===== config.mk =====
export PLATFORM = sky130hd
export DESIGN_NAME = droop_detector_flat
export DESIGN_NICKNAME = d
export VERILOG_FILES = /design/src/rtl/droop_detector_if.sv /design/src/rtl/droop_detector.sv /design/src/flat_wrapper.sv
export SDC_FILE = /design/constraint.sdc
export NUM_CORES = 1
export LEC_CHECK = 0
export CORE_MARGIN = 3
export CORE_UTILIZATION = 25
export CTS_BUF_LIST = sky130_fd_sc_hd__clkbuf_8
export CTS_CLUSTER_DIAMETER = 30
export CTS_CLUSTER_SIZE = 25
export DETAILED_ROUTE_END_ITERATION = 8
export PLACE_DENSITY = 0.49
export SYNTH_ARGS = -nofsm -noshare
export SYNTH_HDL_FRONTEND = slang
export SYNTH_SLANG_ARGS = --single-unit

===== constraint.sdc =====
create_clock -name refclk -period 2.1 [get_ports refclk]
set_clock_uncertainty 0.05 [all_clocks]
set_input_delay 0.315 -clock refclk [delete_from_list [all_inputs] [get_ports refclk]]
set_output_delay 0.315 -clock refclk [all_outputs]
set_load 0.05 [all_outputs]

===== src/rtl/droop_detector_if.sv =====
// droop_detector_if: supply-monitor, droop_mgr status and brake/telemetry signals of droop_detector
//   enable        detector enable (level)
//   vmon_code     supply-monitor code, unsigned, lower = lower VDD
//   vmon_valid    vmon_code is valid this cycle
//   brake_state   droop_mgr state: 0 BRAKES_OFF, 1 BRAKING, 2 RECOVERING
//   clr_events    clear droop_events
//   brake         registered brake request
//   droop_events  saturating count of trips
//   det_state     detector state: 0 DISARMED, 1 ARMED, 2 TRIPPED, 3 HOLDOFF
interface droop_detector_if #(
    parameter int CODE_W = 10,
    parameter int CNT_W  = 8
);
    logic              enable;
    logic [CODE_W-1:0] vmon_code;
    logic              vmon_valid;
    logic [1:0]        brake_state;
    logic              clr_events;
    logic              brake;
    logic [CNT_W-1:0]  droop_events;
    logic [1:0]        det_state;

    modport master (
        output enable, vmon_code, vmon_valid, brake_state, clr_events,
        input  brake, droop_events, det_state
    );
    modport slave (
        input  enable, vmon_code, vmon_valid, brake_state, clr_events,
        output brake, droop_events, det_state
    );
endinterface


===== src/rtl/droop_detector.sv =====
// droop_detector: debounced supply-droop detector driving the PLL brake request, with hysteresis and re-arm holdoff
//   refclk   clock, all logic on posedge
//   resetn   async active-low reset
//   bus      droop_detector_if.slave: enable, vmon_code/vmon_valid, brake_state, clr_events in;
//            brake, droop_events, det_state out
module droop_detector #(
    parameter int CODE_W         = 10,
    parameter int TRIP_CODE      = 400,
    parameter int RELEASE_CODE   = 450,
    parameter int DEBOUNCE       = 3,
    parameter int MIN_ASSERT     = 16,
    parameter int HOLDOFF_CYCLES = 64,
    parameter int CNT_W          = 8
) (
    input logic            refclk,
    input logic            resetn,
    droop_detector_if.slave bus
);
    localparam int DW = $clog2(DEBOUNCE + 1);
    localparam int AW = $clog2(MIN_ASSERT + 1);
    localparam int HW = $clog2(HOLDOFF_CYCLES + 1);
    localparam logic [CODE_W-1:0] TRIP = CODE_W'(TRIP_CODE);
    localparam logic [CODE_W-1:0] REL  = CODE_W'(RELEASE_CODE);
    localparam logic [DW-1:0]     DEB  = DW'(DEBOUNCE);
    localparam logic [AW-1:0]     MINA = AW'(MIN_ASSERT);
    localparam logic [HW-1:0]     HOLD = HW'(HOLDOFF_CYCLES);
    localparam logic [1:0]        BRAKES_OFF = 2'd0;

    if (RELEASE_CODE <= TRIP_CODE) begin : g_bad_thresholds
        $error("droop_detector: RELEASE_CODE must be greater than TRIP_CODE");
    end
    if (DEBOUNCE < 1) begin : g_bad_debounce
        $error("droop_detector: DEBOUNCE must be at least 1");
    end

    typedef enum logic [1:0] {DISARMED, ARMED, TRIPPED, HOLDOFF} state_t;

    state_t           state, nxt;
    logic [DW-1:0]    low_cnt, high_cnt, low_nxt, high_nxt;
    logic [AW-1:0]    asrt_cnt;
    logic [HW-1:0]    hold_cnt;
    logic [CNT_W-1:0] events;
    logic             brake_q, is_low, is_high, low_done, high_done, rearm, entering, trip_in;

    always_comb begin
        is_low    = bus.vmon_valid && bus.vmon_code < TRIP;
        is_high   = bus.vmon_valid && bus.vmon_code >= REL;
        // invalid samples hold both runs; counters saturate at DEB
        low_nxt   = !bus.vmon_valid ? low_cnt : !is_low ? '0 : low_cnt == DEB ? low_cnt : low_cnt + 1'b1;
        high_nxt  = !bus.vmon_valid ? high_cnt : !is_high ? '0 : high_cnt == DEB ? high_cnt : high_cnt + 1'b1;
        low_done  = low_nxt == DEB;
        high_done = high_nxt == DEB;
        // hold_cnt == 1 here means this is the last required BRAKES_OFF edge
        rearm     = bus.brake_state == BRAKES_OFF && hold_cnt <= HW'(1);
        // trip is checked before re-arm so a simultaneous low wins in HOLDOFF
        nxt = !bus.enable ? DISARMED :
              state == DISARMED ? ARMED :
              (state == ARMED || state == HOLDOFF) && low_done ? TRIPPED :
              state == TRIPPED && high_done && asrt_cnt >= MINA ? HOLDOFF :
              state == HOLDOFF && rearm ? ARMED : state;
        entering = nxt != state;
        trip_in  = entering && nxt == TRIPPED;
    end

    always_ff @(posedge refclk or negedge resetn) begin
        if (!resetn) begin
            state    <= DISARMED;
            brake_q  <= 1'b0;
            low_cnt  <= '0;
            high_cnt <= '0;
            asrt_cnt <= '0;
            hold_cnt <= '0;
            events   <= '0;
        end else begin
            state    <= nxt;
            brake_q  <= nxt == TRIPPED;
            low_cnt  <= entering || !(nxt == ARMED || nxt == HOLDOFF) ? '0 : low_nxt;
            high_cnt <= entering || nxt != TRIPPED ? '0 : high_nxt;
            // entry edge counts as the first TRIPPED cycle
            asrt_cnt <= nxt != TRIPPED ? '0 : entering ? AW'(1) : asrt_cnt == MINA ? asrt_cnt : asrt_cnt + 1'b1;
            hold_cnt <= nxt != HOLDOFF || entering || bus.brake_state != BRAKES_OFF ? HOLD : hold_cnt - 1'b1;
            // clear first, then count the entry on the same edge
            events   <= bus.clr_events ? CNT_W'(trip_in) : events + CNT_W'(trip_in && events != '1);
        end
    end

    assign bus.brake        = brake_q;
    assign bus.droop_events = events;
    assign bus.det_state    = state;
endmodule


===== src/flat_wrapper.sv =====
// flat-port wrapper written by rule: the top's interface ports become plain ports
module droop_detector_flat 
#(
    parameter int CODE_W         = 10,
    parameter int TRIP_CODE      = 400,
    parameter int RELEASE_CODE   = 450,
    parameter int DEBOUNCE       = 3,
    parameter int MIN_ASSERT     = 16,
    parameter int HOLDOFF_CYCLES = 64,
    parameter int CNT_W          = 8
)
  (refclk, resetn, bus_enable, bus_vmon_code, bus_vmon_valid, bus_brake_state, bus_clr_events, bus_brake, bus_droop_events, bus_det_state);
  droop_detector_if #(.CODE_W(CODE_W), .CNT_W(CNT_W)) bus_i ();
  input logic refclk;
  input logic resetn;
  input wire logic [$bits(bus_i.enable)-1:0] bus_enable;
  input wire logic [$bits(bus_i.vmon_code)-1:0] bus_vmon_code;
  input wire logic [$bits(bus_i.vmon_valid)-1:0] bus_vmon_valid;
  input wire logic [$bits(bus_i.brake_state)-1:0] bus_brake_state;
  input wire logic [$bits(bus_i.clr_events)-1:0] bus_clr_events;
  output wire logic [$bits(bus_i.brake)-1:0] bus_brake;
  output wire logic [$bits(bus_i.droop_events)-1:0] bus_droop_events;
  output wire logic [$bits(bus_i.det_state)-1:0] bus_det_state;
  assign bus_i.enable = bus_enable;
  assign bus_i.vmon_code = bus_vmon_code;
  assign bus_i.vmon_valid = bus_vmon_valid;
  assign bus_i.brake_state = bus_brake_state;
  assign bus_i.clr_events = bus_clr_events;
  assign bus_brake = bus_i.brake;
  assign bus_droop_events = bus_i.droop_events;
  assign bus_det_state = bus_i.det_state;
  droop_detector #(.CODE_W(CODE_W), .TRIP_CODE(TRIP_CODE), .RELEASE_CODE(RELEASE_CODE), .DEBOUNCE(DEBOUNCE), .MIN_ASSERT(MIN_ASSERT), .HOLDOFF_CYCLES(HOLDOFF_CYCLES), .CNT_W(CNT_W)) u_core (.refclk(refclk), .resetn(resetn), .bus(bus_i));
endmodule

==> results of run 1 <==
[through the flow]
stage / instance area [µm²] / TNS (ps) / cells / total power [µW] / util (%)
4_1_cts: 1977 / 0 / 258 / 951.0 / 37.51
2_1_floorplan: 1476 / -233.0 / 145 / 564.3 / -
5_1_grt: 2002 / 0 / 259 / 983.3 / 37.99
3_5_place_dp: 1933 / -5798 / 254 / 629.3 / 36.68
3_3_place_gp: 1933 / -5052 / 254 / 627.1 / 36.68
6_report: 2002 / 0 / 259 / 934.3 / 37.99
[final timing paths]
path,start,end,slack (ps)
max,u_core.bus.det_state[0],u_core.bus.brake,90
min,resetn,u_core.asrt_cnt[3],360
max reg2reg,u_core.bus.det_state[0],u_core.bus.brake,90
min reg2reg,u_core.hold_cnt[0],u_core.hold_cnt[0],460
max in group asynchronous,resetn,u_core.bus.det_state[0],1350
min in group refclk,u_core.hold_cnt[0],u_core.hold_cnt[0],460
[sequential cells by signal (all words and copies together) (netlist names)]
signal	cells
u_core.bus.droop_events	8
u_core.hold_cnt	7
u_core.asrt_cnt	5
u_core.bus.det_state	2
u_core.high_cnt	2
u_core.low_cnt	2
u_core.bus.brake	1
[kinds of logic (layout without fill, tap and decap cells)]
logic type | after synthesis | count (layout) | share of synthesized area (%)
multiplexers | 2 | 2 | 1.506
adder cells (fa/ha/maj) | 6 | 6 | 5.314
AO/OA/AOI/OAI | 20 | 20 | 10.36
flip-flops | 27 | 27 | 47.83
buffers and inverters | 12 | 56 | 3.188
XOR/XNOR | 15 | 15 | 9.301
AND/OR/NAND/NOR | 63 | 63 | 22.50
[layer usage]
layer	wire (µm)	global-route usage [%]
met5	0	0
met4	0	1.520
met3	123	3.104
met2	1570	19.62
met1	1567	13.12
[where the power goes]
| part | leakage [µW] | switching [µW] | internal [µW] | total, µW |
|---|---|---|---|---|
| Clock | 0.0000217 | 184 | 135 | 319 |
| Sequential | 0.000369 | 2.39 | 521 | 524 |
| Combinational | 0.000483 | 45.7 | 45.8 | 91.5 |
| Total | 0.000873 | 232 | 702 | 934 |
[final cells by class]
type	count	area (µm²)
tap	70	87.58
timing repair buffer	43	376.6
sequential	27	676.9
clock inverter	1	7.507
fill	530	3268
inverter	9	33.78
multi-input combinational	106	778.2
clock buffer	3	41.29
[critical path, cell delays in order (launching register included)]
cell and delay, ps:
dfrtp_2 430, or3b_2 470, or4_4 540, and2_4 200, a21oi_4 150, nor2_1 50
[layout by cell type, fill, tap and decap left out, types with 2 or more instances in the layout]
master	netlist	layout
dfrtp_1	27	26
nor2_1	24	24
clkdlybuf4s50_1	0	20
buf_4	0	17
inv_1	9	9
nand3_1	12	9
xor2_1	8	8
xnor2_1	7	7
nor3_1	6	6
a21oi_1	6	5
nand2_1	6	5
ha_1	6	4
and3_1	3	3
nand3_2	0	3
clkbuf_8	0	3
clkbuf_2	0	3
nor2b_1	2	2
and2_4	1	2
or4_4	2	2
o21a_1	2	2
o21ai_0	2	2
dlymetal6s2s_1	0	2
[timing repair]
action,CTS,global route
gates resized for setup,4,12
pin swaps,2,6
endpoints found under the setup margin,8,18
hold endpoints to repair,0,0
buffers inserted,0,1
==> results.sh, run 1 <==
export IMPL_syn_nets=168
export IMPL_cts_buffers=3
export IMPL_antenna_found_initial=0
export IMPL_grt_usage_pct=10.90
export IMPL_port_buffers=26
export IMPL_drcViolationCount=0
export IMPL_postCtsHoldBufs=0
export IMPL_cts_buffer_depth=2
export IMPL_cts_root_buffer="clkbuf_8"
export IMPL_reg2reg_depth=5
export IMPL_place_detailed_hpwl_um=2500
export IMPL_htree_num_levels=1
export IMPL_syn_to_final_growth_pct=41.72
export IMPL_nets=213
export IMPL_ys_seq_elements=27
export IMPL_synth_common_cells="dfrtp_1, nor2_1, nand3_1"
export IMPL_cts_tree="built"
export IMPL_ant_nets=0
export IMPL_hold_viol_final=0
export IMPL_rows=26
export IMPL_grt_ovfl_total=0
export IMPL_yosys_warnings=0
export IMPL_yosys_area_top_type="dfrtp_1"
export IMPL_path_class="reg2reg"
export IMPL_powerDensity_nw_per_um2=466.7
export IMPL_cp_start_kind="flip-flop"
export IMPL_syn_inst=145
export IMPL_coreArea_um2=5270
export IMPL_synth_top_area_share_pct=47.83
export IMPL_first_iter_violations=45
export IMPL_pin_count=28
export IMPL_clock_latency_ps=280
export IMPL_critPathArrivalTime_ps=2140
export IMPL_slew_viol_final=0
export IMPL_status="completed"
export IMPL_yosys_most_used_dff="dfrtp_1"
export IMPL_synth_edf_count=0
export IMPL_routed_wl_um=3261
export IMPL_insertedDiodeCount=0
export IMPL_ys_seq_area_share_pct=47.83
export IMPL_period_share_pct=95.57
export IMPL_irDropWorstVdd_mv=0.3596
export IMPL_setup_viol=0
export IMPL_layout_setup_ws_ps=92.99
export IMPL_hold_class="in2async"
export IMPL_crit_fanout=5
export IMPL_worstPathRequired_ps=2230
export IMPL_yosys_cell_count_top_type="dfrtp_1"
export IMPL_start_util_pct=26.80
export IMPL_vias_per_cell=4.432
export IMPL_max_slew_margin_pct=66.32
export IMPL_clock_fmax_ghz=0.4983
export IMPL_grt_pass1_wl_um=5540
export IMPL_rsz0062_at_grt="false"
export IMPL_avgSynthCellArea_um2=9.742
export IMPL_routabilityCongestion=0.7774
export IMPL_synth_cell_area_um2=1413
export IMPL_wire_per_inst_um=12.59
export IMPL_dieArea_um2=6589
export IMPL_die_w_um=81.17
export IMPL_synth_area_leaders="dfrtp_1, nor2_1, ha_1"
export IMPL_synth_distinct_cells=36
export IMPL_max_cap_viol_count=0
export IMPL_fp_dieH_um=81.17
export IMPL_cts_sinks=27
export IMPL_whs_ps=358.6
export IMPL_drive_gt1_share_pct=24.87
export IMPL_pre_cts_ws_ps=-571.1
export IMPL_p_leak_uw=0.0008732
export IMPL_first_pass_iters=4
export IMPL_clk_pin_slew_ps=110
export IMPL_async_reset_ff_share_pct=100.0
export IMPL_first_global_vias=1218
export IMPL_cp_end_kind="flip-flop"
export IMPL_grt_max_degree=28
export IMPL_num_vias=1148
export IMPL_worst_pin_slew_ps=503.6
export IMPL_period_minus_slack_ps=2007
Note: power is estimated with default switching activity, not from simulation.
==> inputs of run 2 (changes only) <==
--- a/config.mk
+++ b/config.mk
@@ -6,12 +6,12 @@
 export NUM_CORES = 1
 export LEC_CHECK = 0
 export CORE_MARGIN = 3
-export CORE_UTILIZATION = 25
+export CORE_UTILIZATION = 48
 export CTS_BUF_LIST = sky130_fd_sc_hd__clkbuf_8
 export CTS_CLUSTER_DIAMETER = 30
 export CTS_CLUSTER_SIZE = 25
 export DETAILED_ROUTE_END_ITERATION = 8
-export PLACE_DENSITY = 0.49
+export PLACE_DENSITY = 0.81
 export SYNTH_ARGS = -nofsm -noshare
 export SYNTH_HDL_FRONTEND = slang
 export SYNTH_SLANG_ARGS = --single-unit
==> run 2 against run 1 <==
Die area down 45%. Critical path depth grew 1. Utilization grew 33 points. Setup slack worse by 22 ps. Sequential cell count did not move. Cell count fell by 14%. Clock power decreased by 4%. Highest routed layer is now met4. Critical path type is now in2reg. Sequential power barely moved.
==> results.sh, run 2 (synthesized netlist as in run 1, its figures left out) <==
export IMPL_rows=19
export IMPL_switchingPower_uw=219.2
export IMPL_grt_max_degree=28
export IMPL_routabilityCongestion=0.8795
export IMPL_critPathArrivalTime_ps=2140
export IMPL_worstPathRequired_ps=2210
export IMPL_cp_start_kind="primary input"
export IMPL_cp_cell_sequence="clkdlybuf4s50_1, or3b_2, or4_4, and2_4, a21oi_4, a211oi_2"
export IMPL_first_pass_iters=4
export IMPL_tns_ps=0
export IMPL_die_w_um=60.25
export IMPL_crit_fanout=4
export IMPL_pin_count=28
export IMPL_period_minus_slack_ps=2029
export IMPL_hold_class="in2async"
export IMPL_cp_top_family="simple AND/OR/NAND/NOR gates"
export IMPL_max_cap_viol_count=0
export IMPL_postCtsHoldBufs=0
export IMPL_routed_wl_um=3229
export IMPL_cp_end_kind="flip-flop"
export IMPL_insertedDiodeCount=0
export IMPL_cts_root_buffer="clkbuf_8"
export IMPL_syn_to_final_growth_pct=40.30
export IMPL_wire_per_inst_um=14.48
export IMPL_swShare_pct=23.70
export IMPL_clk_pin_slew_ps=100
export IMPL_final_common_cell="dfrtp_1"
export IMPL_place_detailed_hpwl_um=2473
export IMPL_hold_viol_final=0
export IMPL_whs_ps=346.7
export IMPL_status="completed"
export IMPL_cts_sinks=27
export IMPL_intPower_uw=705.4
export IMPL_crit_slowest_cell="or4_4"
export IMPL_ant_nets=0
export IMPL_dieArea_um2=3630
export IMPL_start_util_pct=50.79
export IMPL_cpPeakStageDelay_ps=540
export IMPL_p_seq_share_pct=56.5
export IMPL_cts_buffers=3
export IMPL_htree_num_levels=1
export IMPL_num_vias=1227
export IMPL_first_iter_violations=43
export IMPL_powerDensity_nw_per_um2=466.5
export IMPL_largest_register_ffs=8
export IMPL_drive_gt1_share_pct=25.52
export IMPL_worst_pin_slew_ps=510.3
export IMPL_crit_buf_inv=1
export IMPL_cts_tree="built"
export IMPL_comb_power_share_pct=10.5
export IMPL_vias_per_cell=5.502
export IMPL_fp_dieH_um=60.25
export IMPL_clockPowerShare_pct=33.0
export IMPL_r2r_slack_ps=100
export IMPL_drcViolationCount=0
export IMPL_antenna_found_initial=0
export IMPL_final_cell_mix="dfrtp_1, nor2_1, clkdlybuf4s50_1, buf_4"
export IMPL_clock_fmax_ghz=0.4928
export IMPL_coreArea_um2=2781
export IMPL_max_slew_margin_pct=65.87
export IMPL_cts_buffer_depth=2
export IMPL_setup_viol=0
export IMPL_first_global_vias=1272
export IMPL_nets=216
export IMPL_irDropWorstVdd_mv=0.5732
export IMPL_slew_viol_final=0
export IMPL_grt_usage_pct=19.87
export IMPL_clock_latency_ps=270
export IMPL_grt_ovfl_total=0
export IMPL_p_leak_uw=0.0008907
export IMPL_grt_pass1_wl_um=5430
export IMPL_path_class="in2reg"
export IMPL_port_buffers=26
export IMPL_period_share_pct=96.64
[run 2: changes by cell type in the layout (fill, tap and decap cells not counted), sizes merged]
cell	delta
buf	+4
clkbuf	-1
[run 2: layout make-up]
type                            instances  area (µm²)
Inverter                                9       33.78
Clock inverter                          1       7.507
Multi-Input combinational cell        106       778.2
Sequential cell                        27       676.9
Timing Repair Buffer                   46       405.4
Fill cell                             210       799.5
Tap cell                               31       38.79
Clock buffer                            3       41.29
[run 2: metal layers]
metal	part of all wire [%]	up-vias	global-route usage, %
met5	0	-	0
met4	0.74	0	5.380
met3	4.5	4	3.456
met2	51	29	35.34
met1	43	597	24.49
li1	-	597	-
[run 2: final timing paths]
path,from,to,depth (start not counted)
worst min-delay path,resetn,u_core.high_cnt[0],2
worst max register to register,u_core.hold_cnt[2],u_core.hold_cnt[5],5
max in group asynchronous,resetn,u_core.bus.det_state[0],2
worst min register to register,u_core.hold_cnt[0],u_core.hold_cnt[0],1
worst max-delay path,bus_brake_state[1],u_core.asrt_cnt[0],6
min in group refclk,u_core.hold_cnt[0],u_core.hold_cnt[0],1
[run 2: power by group through the flow]
stage / logic (µW) / registers (µW) / clock network (µW)
after CTS: 96.6 / 523 / 310
after global placement: 94.7 / 533 / 0
final: 97.3 / 523 / 305
after global routing: 105 / 523 / 330
after floorplan: 27.2 / 537 / 0
after detailed placement: 97.7 / 533 / 0
[run 2: through the flow]
| stage | worst slack, ps | instances | power [µW] | instance area [µm²] | utilization (%) |
|---|---|---|---|---|---|
| CTS | 4.460 | 222 | 929.1 | 1958 | 70.40 |
| global placement | -517.6 | 216 | 627.3 | 1892 | 68.02 |
| global route | -3.950 | 223 | 957.6 | 1982 | 71.26 |
| floorplan | -114.5 | 145 | 564.3 | 1476 | - |
| detailed placement | -643.1 | 216 | 630.6 | 1892 | 68.02 |
| finish | 70.65 | 223 | 924.6 | 1982 | 71.26 |
[run 2: worst reg2reg max path: stages (launching register included)]
cell and delay (ps):
dfrtp_1 400, or4_4 560, o41ai_1 480, nor2_1 110, nand2_1 210, nor2_1 80
[run 2: what timing repair did]
action | CTS | global route
resized for setup | 7 | 10
endpoints found under the setup margin | 9 | 6
pin swaps | 5 | 8
setup buffers | 2 | 1
==> inputs of run 3 (changes only) <==
--- a/config.mk
+++ b/config.mk
@@ -11,7 +11,9 @@
 export CTS_CLUSTER_DIAMETER = 30
 export CTS_CLUSTER_SIZE = 25
 export DETAILED_ROUTE_END_ITERATION = 8
+export HOLD_SLACK_MARGIN = 0.08
 export PLACE_DENSITY = 0.81
+export SETUP_SLACK_MARGIN = 0.02
 export SYNTH_ARGS = -nofsm -noshare
 export SYNTH_HDL_FRONTEND = slang
 export SYNTH_SLANG_ARGS = --single-unit
==> results of run 3 <==
Same layout as run 2 (identical final DEF). Status: completed.
